--- config.mk ---
export PLATFORM = sky130hd
export DESIGN_NAME = reset_sequencer_flat
export DESIGN_NICKNAME = d
export VERILOG_FILES = /design/src/rtl/reset_seq_pkg.sv /design/src/rtl/reset_sequencer_if.sv /design/src/rtl/reset_sync.sv /design/src/rtl/reset_sequencer.sv /design/src/flat_wrapper.sv
export SDC_FILE = /design/constraint.sdc
export NUM_CORES = 1
export LEC_CHECK = 0
export BUFFER_PORTS_ARGS = -buffer_cell sky130_fd_sc_hd__buf_2
export CAP_MARGIN = 20
export CORE_ASPECT_RATIO = 0.9
export CORE_MARGIN = 2
export CORE_UTILIZATION = 55
export CTS_CLUSTER_SIZE = 14
export DETAILED_ROUTE_END_ITERATION = 8
export GPL_TIMING_DRIVEN = 0
export HOLD_SLACK_MARGIN = 0.12
export PLACE_DENSITY = 0.87
export SYNTH_ARGS = -nofsm -noshare
export SYNTH_HDL_FRONTEND = slang
export SYNTH_HIERARCHICAL = 1
export SYNTH_SLANG_ARGS = --single-unit
--- constraint.sdc ---
create_clock -name clk -period 4.15 [get_ports clk]
set_clock_uncertainty 0.05 [all_clocks]
set_input_delay 0.6225 -clock clk [delete_from_list [all_inputs] [get_ports clk]]
set_output_delay 0.6225 -clock clk [all_outputs]
set_load 0.05 [all_outputs]
--- src/rtl/reset_seq_pkg.sv ---
// Shared types and defaults for the reset sequencer: FSM states, default
// timing parameters and the counter width helper.
package reset_seq_pkg;

   typedef enum logic [1:0] {
      StHold,
      StStretch,
      StRelease,
      StRun
   } state_e;

   localparam int unsigned DefSyncStages = 2;
   localparam int unsigned DefStretch    = 8;
   localparam int unsigned DefGap        = 4;
   localparam int unsigned DefNumOut     = 3;

   // Wide enough to hold the larger of the two reload values.
   function automatic int unsigned cnt_width(input int unsigned stretch,
                                             input int unsigned gap);
      int unsigned m;
      m = (stretch > gap) ? stretch : gap;
      return $clog2(m + 1);
   endfunction

endpackage

--- src/rtl/reset_sequencer_if.sv ---
// Software request / reset output bundle between the sequencer (slave) and
// whatever drives sw_req and consumes the resets (master).
interface reset_sequencer_if
   import reset_seq_pkg::*;
#(
   parameter int unsigned NUM_OUT = DefNumOut
);
   logic               sw_req;
   logic [NUM_OUT-1:0] rst_out;
   logic               sw_ack;
   logic               busy;
   logic               seq_done;

   modport master (
      output sw_req,
      input  rst_out,
      input  sw_ack,
      input  busy,
      input  seq_done
   );

   modport slave (
      input  sw_req,
      output rst_out,
      output sw_ack,
      output busy,
      output seq_done
   );
endinterface

--- src/rtl/reset_sync.sv ---
// Deassertion synchroniser: clears asynchronously, shifts in a 1 after the
// reset pin rises, output goes high after STAGES rising edges.
module reset_sync #(
   parameter int unsigned STAGES = 2
) (
   input  logic clk,
   input  logic reset,
   output logic sync_o
);
   logic [STAGES-1:0] chain_q;

   always_ff @(posedge clk or negedge reset) begin
      if (!reset) begin
         chain_q <= '0;
      end else begin
         chain_q <= {chain_q[STAGES-2:0], 1'b1};
      end
   end

   assign sync_o = chain_q[STAGES-1];
endmodule

--- src/rtl/reset_sequencer.sv ---
// Reset source for sync-reset register banks: immediate assertion, then a
// synchronised, stretched and staggered release of NUM_OUT active-high resets.
module reset_sequencer
   import reset_seq_pkg::*;
#(
   parameter int unsigned SYNC_STAGES = DefSyncStages,
   parameter int unsigned STRETCH     = DefStretch,
   parameter int unsigned GAP         = DefGap,
   parameter int unsigned NUM_OUT     = DefNumOut
) (
   input logic              clk,
   input logic              reset,
   reset_sequencer_if.slave bus
);
   localparam int unsigned CntW = cnt_width(STRETCH, GAP);
   localparam int unsigned IdxW = (NUM_OUT > 1) ? $clog2(NUM_OUT) : 1;

   logic               sync_out;
   state_e             state_q;
   logic [CntW-1:0]    cnt_q;
   logic [IdxW-1:0]    idx_q;
   logic [NUM_OUT-1:0] rst_out_q;
   logic               sw_ack_q;
   logic               busy_q;
   logic               seq_done_q;
   logic               stretch_done;

   reset_sync #(
      .STAGES(SYNC_STAGES)
   ) u_reset_sync (
      .clk   (clk),
      .reset (reset),
      .sync_o(sync_out)
   );

   // The HOLD exit edge is the first stretch edge of a power-on release.
   always_comb begin
      stretch_done = ((state_q == StStretch) && (cnt_q == CntW'(1))) ||
                     ((state_q == StHold) && sync_out && (STRETCH == 1));
   end

   always_ff @(posedge clk or negedge reset) begin
      if (!reset) begin
         state_q    <= StHold;
         cnt_q      <= '0;
         idx_q      <= '0;
         rst_out_q  <= '1;
         sw_ack_q   <= 1'b0;
         busy_q     <= 1'b1;
         seq_done_q <= 1'b0;
      end else begin
         sw_ack_q <= 1'b0;
         unique case (state_q)
            StHold: begin
               if (sync_out) begin
                  state_q <= StStretch;
                  cnt_q   <= CntW'(STRETCH - 1);
               end
            end
            StStretch: begin
               cnt_q <= cnt_q - CntW'(1);
            end
            StRelease: begin
               if (cnt_q == CntW'(1)) begin
                  rst_out_q <= rst_out_q << 1;
                  if (idx_q == IdxW'(NUM_OUT - 1)) begin
                     state_q    <= StRun;
                     busy_q     <= 1'b0;
                     seq_done_q <= 1'b1;
                  end else begin
                     idx_q <= idx_q + IdxW'(1);
                     cnt_q <= CntW'(GAP);
                  end
               end else begin
                  cnt_q <= cnt_q - CntW'(1);
               end
            end
            StRun: begin
               if (bus.sw_req) begin
                  state_q    <= StStretch;
                  cnt_q      <= CntW'(STRETCH);
                  rst_out_q  <= '1;
                  sw_ack_q   <= 1'b1;
                  busy_q     <= 1'b1;
                  seq_done_q <= 1'b0;
               end
            end
            default: state_q <= StHold;
         endcase

         // Final stretch edge overrides the per-state updates above.
         if (stretch_done) begin
            rst_out_q <= rst_out_q << 1;
            cnt_q     <= CntW'(GAP);
            idx_q     <= IdxW'(1);
            if (NUM_OUT == 1) begin
               state_q    <= StRun;
               busy_q     <= 1'b0;
               seq_done_q <= 1'b1;
            end else begin
               state_q <= StRelease;
            end
         end
      end
   end

   assign bus.rst_out  = rst_out_q;
   assign bus.sw_ack   = sw_ack_q;
   assign bus.busy     = busy_q;
   assign bus.seq_done = seq_done_q;
endmodule

--- src/flat_wrapper.sv ---
// flat-port wrapper written by rule: the top's interface ports become plain ports
module reset_sequencer_flat import reset_seq_pkg::*;
#(
   parameter int unsigned SYNC_STAGES = DefSyncStages,
   parameter int unsigned STRETCH     = DefStretch,
   parameter int unsigned GAP         = DefGap,
   parameter int unsigned NUM_OUT     = DefNumOut
)
  (clk, reset, bus_sw_req, bus_rst_out, bus_sw_ack, bus_busy, bus_seq_done);
  reset_sequencer_if #(.NUM_OUT(NUM_OUT)) bus_i ();
  input logic clk;
  input logic reset;
  input wire logic [$bits(bus_i.sw_req)-1:0] bus_sw_req;
  output wire logic [$bits(bus_i.rst_out)-1:0] bus_rst_out;
  output wire logic [$bits(bus_i.sw_ack)-1:0] bus_sw_ack;
  output wire logic [$bits(bus_i.busy)-1:0] bus_busy;
  output wire logic [$bits(bus_i.seq_done)-1:0] bus_seq_done;
  assign bus_i.sw_req = bus_sw_req;
  assign bus_rst_out = bus_i.rst_out;
  assign bus_sw_ack = bus_i.sw_ack;
  assign bus_busy = bus_i.busy;
  assign bus_seq_done = bus_i.seq_done;
  reset_sequencer #(.SYNC_STAGES(SYNC_STAGES), .STRETCH(STRETCH), .GAP(GAP), .NUM_OUT(NUM_OUT)) u_core (.clk(clk), .reset(reset), .bus(bus_i));
endmodule
==> out/summary.txt <==
STATUS
---------------------------------------------------------------------------------
Result of the run .................................................. finished, final reports clean

DRT
---------------------------------------------------------------------------------
Post-route DRC .....................................................            0
Vias ...............................................................          779
Iteration count of the initial detailed-routing pass ...............            5
First-iteration detailed-routing DRC count .........................           64
Per-cell via count in the routed design ............................         6.44
Antenna Nets Post-Route ............................................            0
Final wirelength ...................................................      1780 um
Routed wirelength normalized by instance count .....................      14.7 um

LOGIC SYNTHESIS
---------------------------------------------------------------------------------
Mapped Nets ........................................................          100
Most common cell in the netlist ....................................      a21oi_1
Largest cells by area after synthesis .............................. dfrtp_1 35%, dfstp_2 12%, a21oi_1 8.1%
Number of distinct library cells after synthesis ...................           32
Synthesized area ...................................................      863 um2
Count of mapped cells out of synthesis .............................           94
Fraction of the yosys area taken by sequential cells ...............        0.470
Number of warnings issued by yosys .................................            6
Avg Cell Area, Syn .................................................     9.18 um2
Commonest register cell after synthesis ............................      dfrtp_1
Share of Yosys cell area claimed by the top area cell type .........        0.348
Number of enable flip-flop cells after synthesis ...................            0
Register bit total from synthesis ..................................           16
Async set-or-reset flop fraction in the synthesized netlist ........         1.00
Top cells by count, synth .......................................... 14 x a21oi_1, 12 x dfrtp_1, 10 x o21ai_0, 9 x nand2_1, 6 x inv_1
Cell taking the most area after synthesis ..........................      dfrtp_1

TIMING
---------------------------------------------------------------------------------
Setup TNS Final ....................................................         0 ns
Final-layout worst hold slack ......................................     0.174 ns
Final critical path time including I/O delays and setup ............      1.88 ns
Final number of setup-violating endpoints ..........................            0
Endpoints failing hold .............................................            0
RSZ-0062 raised after global routing ...............................           no
Rel. slew slack ....................................................        0.663
Peak Freq ..........................................................      531 MHz
Fin worst setup slack ..............................................      2.27 ns
Slew Viols, Final ..................................................            0
Final worst-path cycle share .......................................        0.454
Worst Tran Pin Value ...............................................     0.506 ns

GRT
---------------------------------------------------------------------------------
Global-route wire length before repair .............................      3180 um
Antenna violations before repair ...................................            0
All-Layer GR Usage .................................................        0.225
Gr ovfl total ......................................................            0
Number of global-route vias before repair ..........................          722
Pin count of the biggest net entering global routing ...............           17

FLOW RUN
---------------------------------------------------------------------------------
Max_cap viols ......................................................            0

PWR
---------------------------------------------------------------------------------
Tot Pwr ............................................................     0.836 mW
Leakage power of the design ........................................     0.435 nW
Power density over the cells .......................................   881 nW/um2
Maximum ir drop on the vdd rail ....................................     0.424 mV

CRITICAL PATH
---------------------------------------------------------------------------------
CP endpoint kind ...................................................         flop
Largest fanout on the critical path ................................            6
Worst EP required ..................................................      4.27 ns
Cells traversed along the worst timing path ........................ inv_1 -> ha_1 -> or3b_4 -> or4_1 -> o21ai_1 -> a22oi_1
Longest individual stage delay on the worst path ...................      0.44 ns
Kind of cell adding the most delay to the critical path ............ simple AND/OR/NAND/NOR gates
Start-to-end type of the worst setup path ..........................      reg2reg
Number of buffers and inverters on the critical path ...............            1
Cell type of the slowest stage on the worst timing path ............       or3b_4
Startpoint types ...................................................         flop
Critical path data arrival time ....................................      2.01 ns

MIN PATH
---------------------------------------------------------------------------------
Class of the tightest hold or removal check ........................     in2async

CLOCK TREE
---------------------------------------------------------------------------------
H-tree levels ......................................................            1
CTS Hold Bufs ......................................................            0
Sinks on Clock Net .................................................           16
Number of cells upsized or downsized after cts .....................            0
Number of buffers inserted to repair setup after CTS ...............            0
Cell at the root of the clock tree .................................     clkbuf_4
Cts bufs inserted ..................................................            3
TritonCTS clock tree ...............................................         done
Clock slew seen by the registers of the worst setup and hold paths .      0.09 ns
Buffer levels on the longest clock path ............................            2
Insertion delay of the later-clocked pin in the worst-skew pair ....      0.29 ns

FLOORPLANNING
---------------------------------------------------------------------------------
Row cnt ............................................................           13
Floorplan die area .................................................     1900 um2
Die Width ..........................................................      45.8 um
Count of boundary I/O pins .........................................            9
DIE HEIGHT .........................................................      41.6 um
Placeable core region ..............................................     1460 um2
Initial Utilization ................................................        0.590

CELLS AND AREA
---------------------------------------------------------------------------------
Area Growth Syn to Fin .............................................        9.86%
Fraction of layout cells with a size suffix above 1 ................        0.198
Number of inserted diodes ..........................................            0
Area of all placed cells without fillers ...........................      948 um2
# fillers ..........................................................          114
Nets@finish ........................................................          113

PLACEMENT
---------------------------------------------------------------------------------
HPWL Detailed ......................................................      1240 um
Global placement routability congestion ............................        0.822
Dpl ws .............................................................      2.29 ns
Count of input and output buffers ..................................            8
Placed Area ........................................................      922 um2

==> kinds of logic after synthesis <==
| group | after synthesis | share of synthesized area |
|---|---|---|
| AO/OA/AOI/OAI | 36 | 0.245 |
| AND/OR/NAND/NOR | 28 | 0.184 |
| flip-flops | 16 | 0.470 |
| buffers and inverters | 10 | 0.0536 |
| adder cells (fa/ha/maj) | 3 | 0.0435 |
| other | 1 | 0.00434 |
==> state kept, by name (all words and copies together) (netlist names) <==
| name | count |
|---|---|
| u_core/bus.rst_out | 3 |
| u_core/u_reset_sync/chain_q | 2 |
| u_core/idx_q | 2 |
| u_core/state_q | 2 |
| u_core/cnt_q | 4 |
| u_core/bus.seq_done | 1 |
| u_core/bus.busy | 1 |
| u_core/bus.sw_ack | 1 |
==> stage by stage <==
stage	std cells	utilization
2_1_floorplan	94	-
3_3_place_gp	117	0.630
3_5_place_dp	117	0.630
4_1_cts	121	0.648
5_1_grt	121	0.648
6_report	121	0.648
==> placed cells by master (no fill, tap or decap), drive strengths merged, types with 3 or more instances in the layout <==
| cell type | n |
|---|---|
| and3 | 3 |
| o221ai | 4 |
| buf | 10 |
| clkbuf | 6 |
| ha | 3 |
| o21ai | 11 |
| inv | 6 |
| nand2 | 9 |
| nor2 | 3 |
| dfrtp | 12 |
| a21oi | 14 |
| dfstp | 4 |
==> path summary, 6_finish.rpt <==
path	from	end	slack, ns	depth (start not counted)
max	u_core/cnt_q[1]	u_core/idx_q[0]	2.27	6
min	reset	u_core/idx_q[0]	0.17	1
max reg2reg	u_core/cnt_q[1]	u_core/idx_q[0]	2.27	6
min reg2reg	u_core/u_reset_sync/chain_q[0]	u_core/u_reset_sync/chain_q[1]	0.30	0
max in group asynchronous	reset	u_core/bus.rst_out[1]	3.56	1
min in group clk	u_core/u_reset_sync/chain_q[0]	u_core/u_reset_sync/chain_q[1]	0.30	0
==> where the power goes <==
part	switching (mW)	leakage [nW]	internal (mW)
logic	0.291	0.235	0.162
registers	0.0614	0.185	0.236
clock network	0.0476	0.0150	0.0374
total	0.400	0.435	0.436
==> area by class of cell <==
cell class	count	area (um2)	share of cell area
multi-input cells	68	412	0.434
flip-flops and latches	16	405	0.427
repair buffers	8	40.0	0.0422
clock buffers	4	26.3	0.0277
plain buffers	4	23.8	0.0251
inverters	6	22.5	0.0237
well taps	15	18.8	0.0198
==> layer usage <==
| layer | track usage | share of wire | vias to the layer above |
|---|---|---|---|
| met5 | 0 | 0 | - |
| met4 | 0.0914 | 0.021 | 0 |
| met3 | 0.0435 | 0.072 | 10 |
| met2 | 0.341 | 0.45 | 42 |
| met1 | 0.312 | 0.45 | 363 |
| li1 | - | - | 364 |
Note: power is estimated with default switching activity, not from simulation.
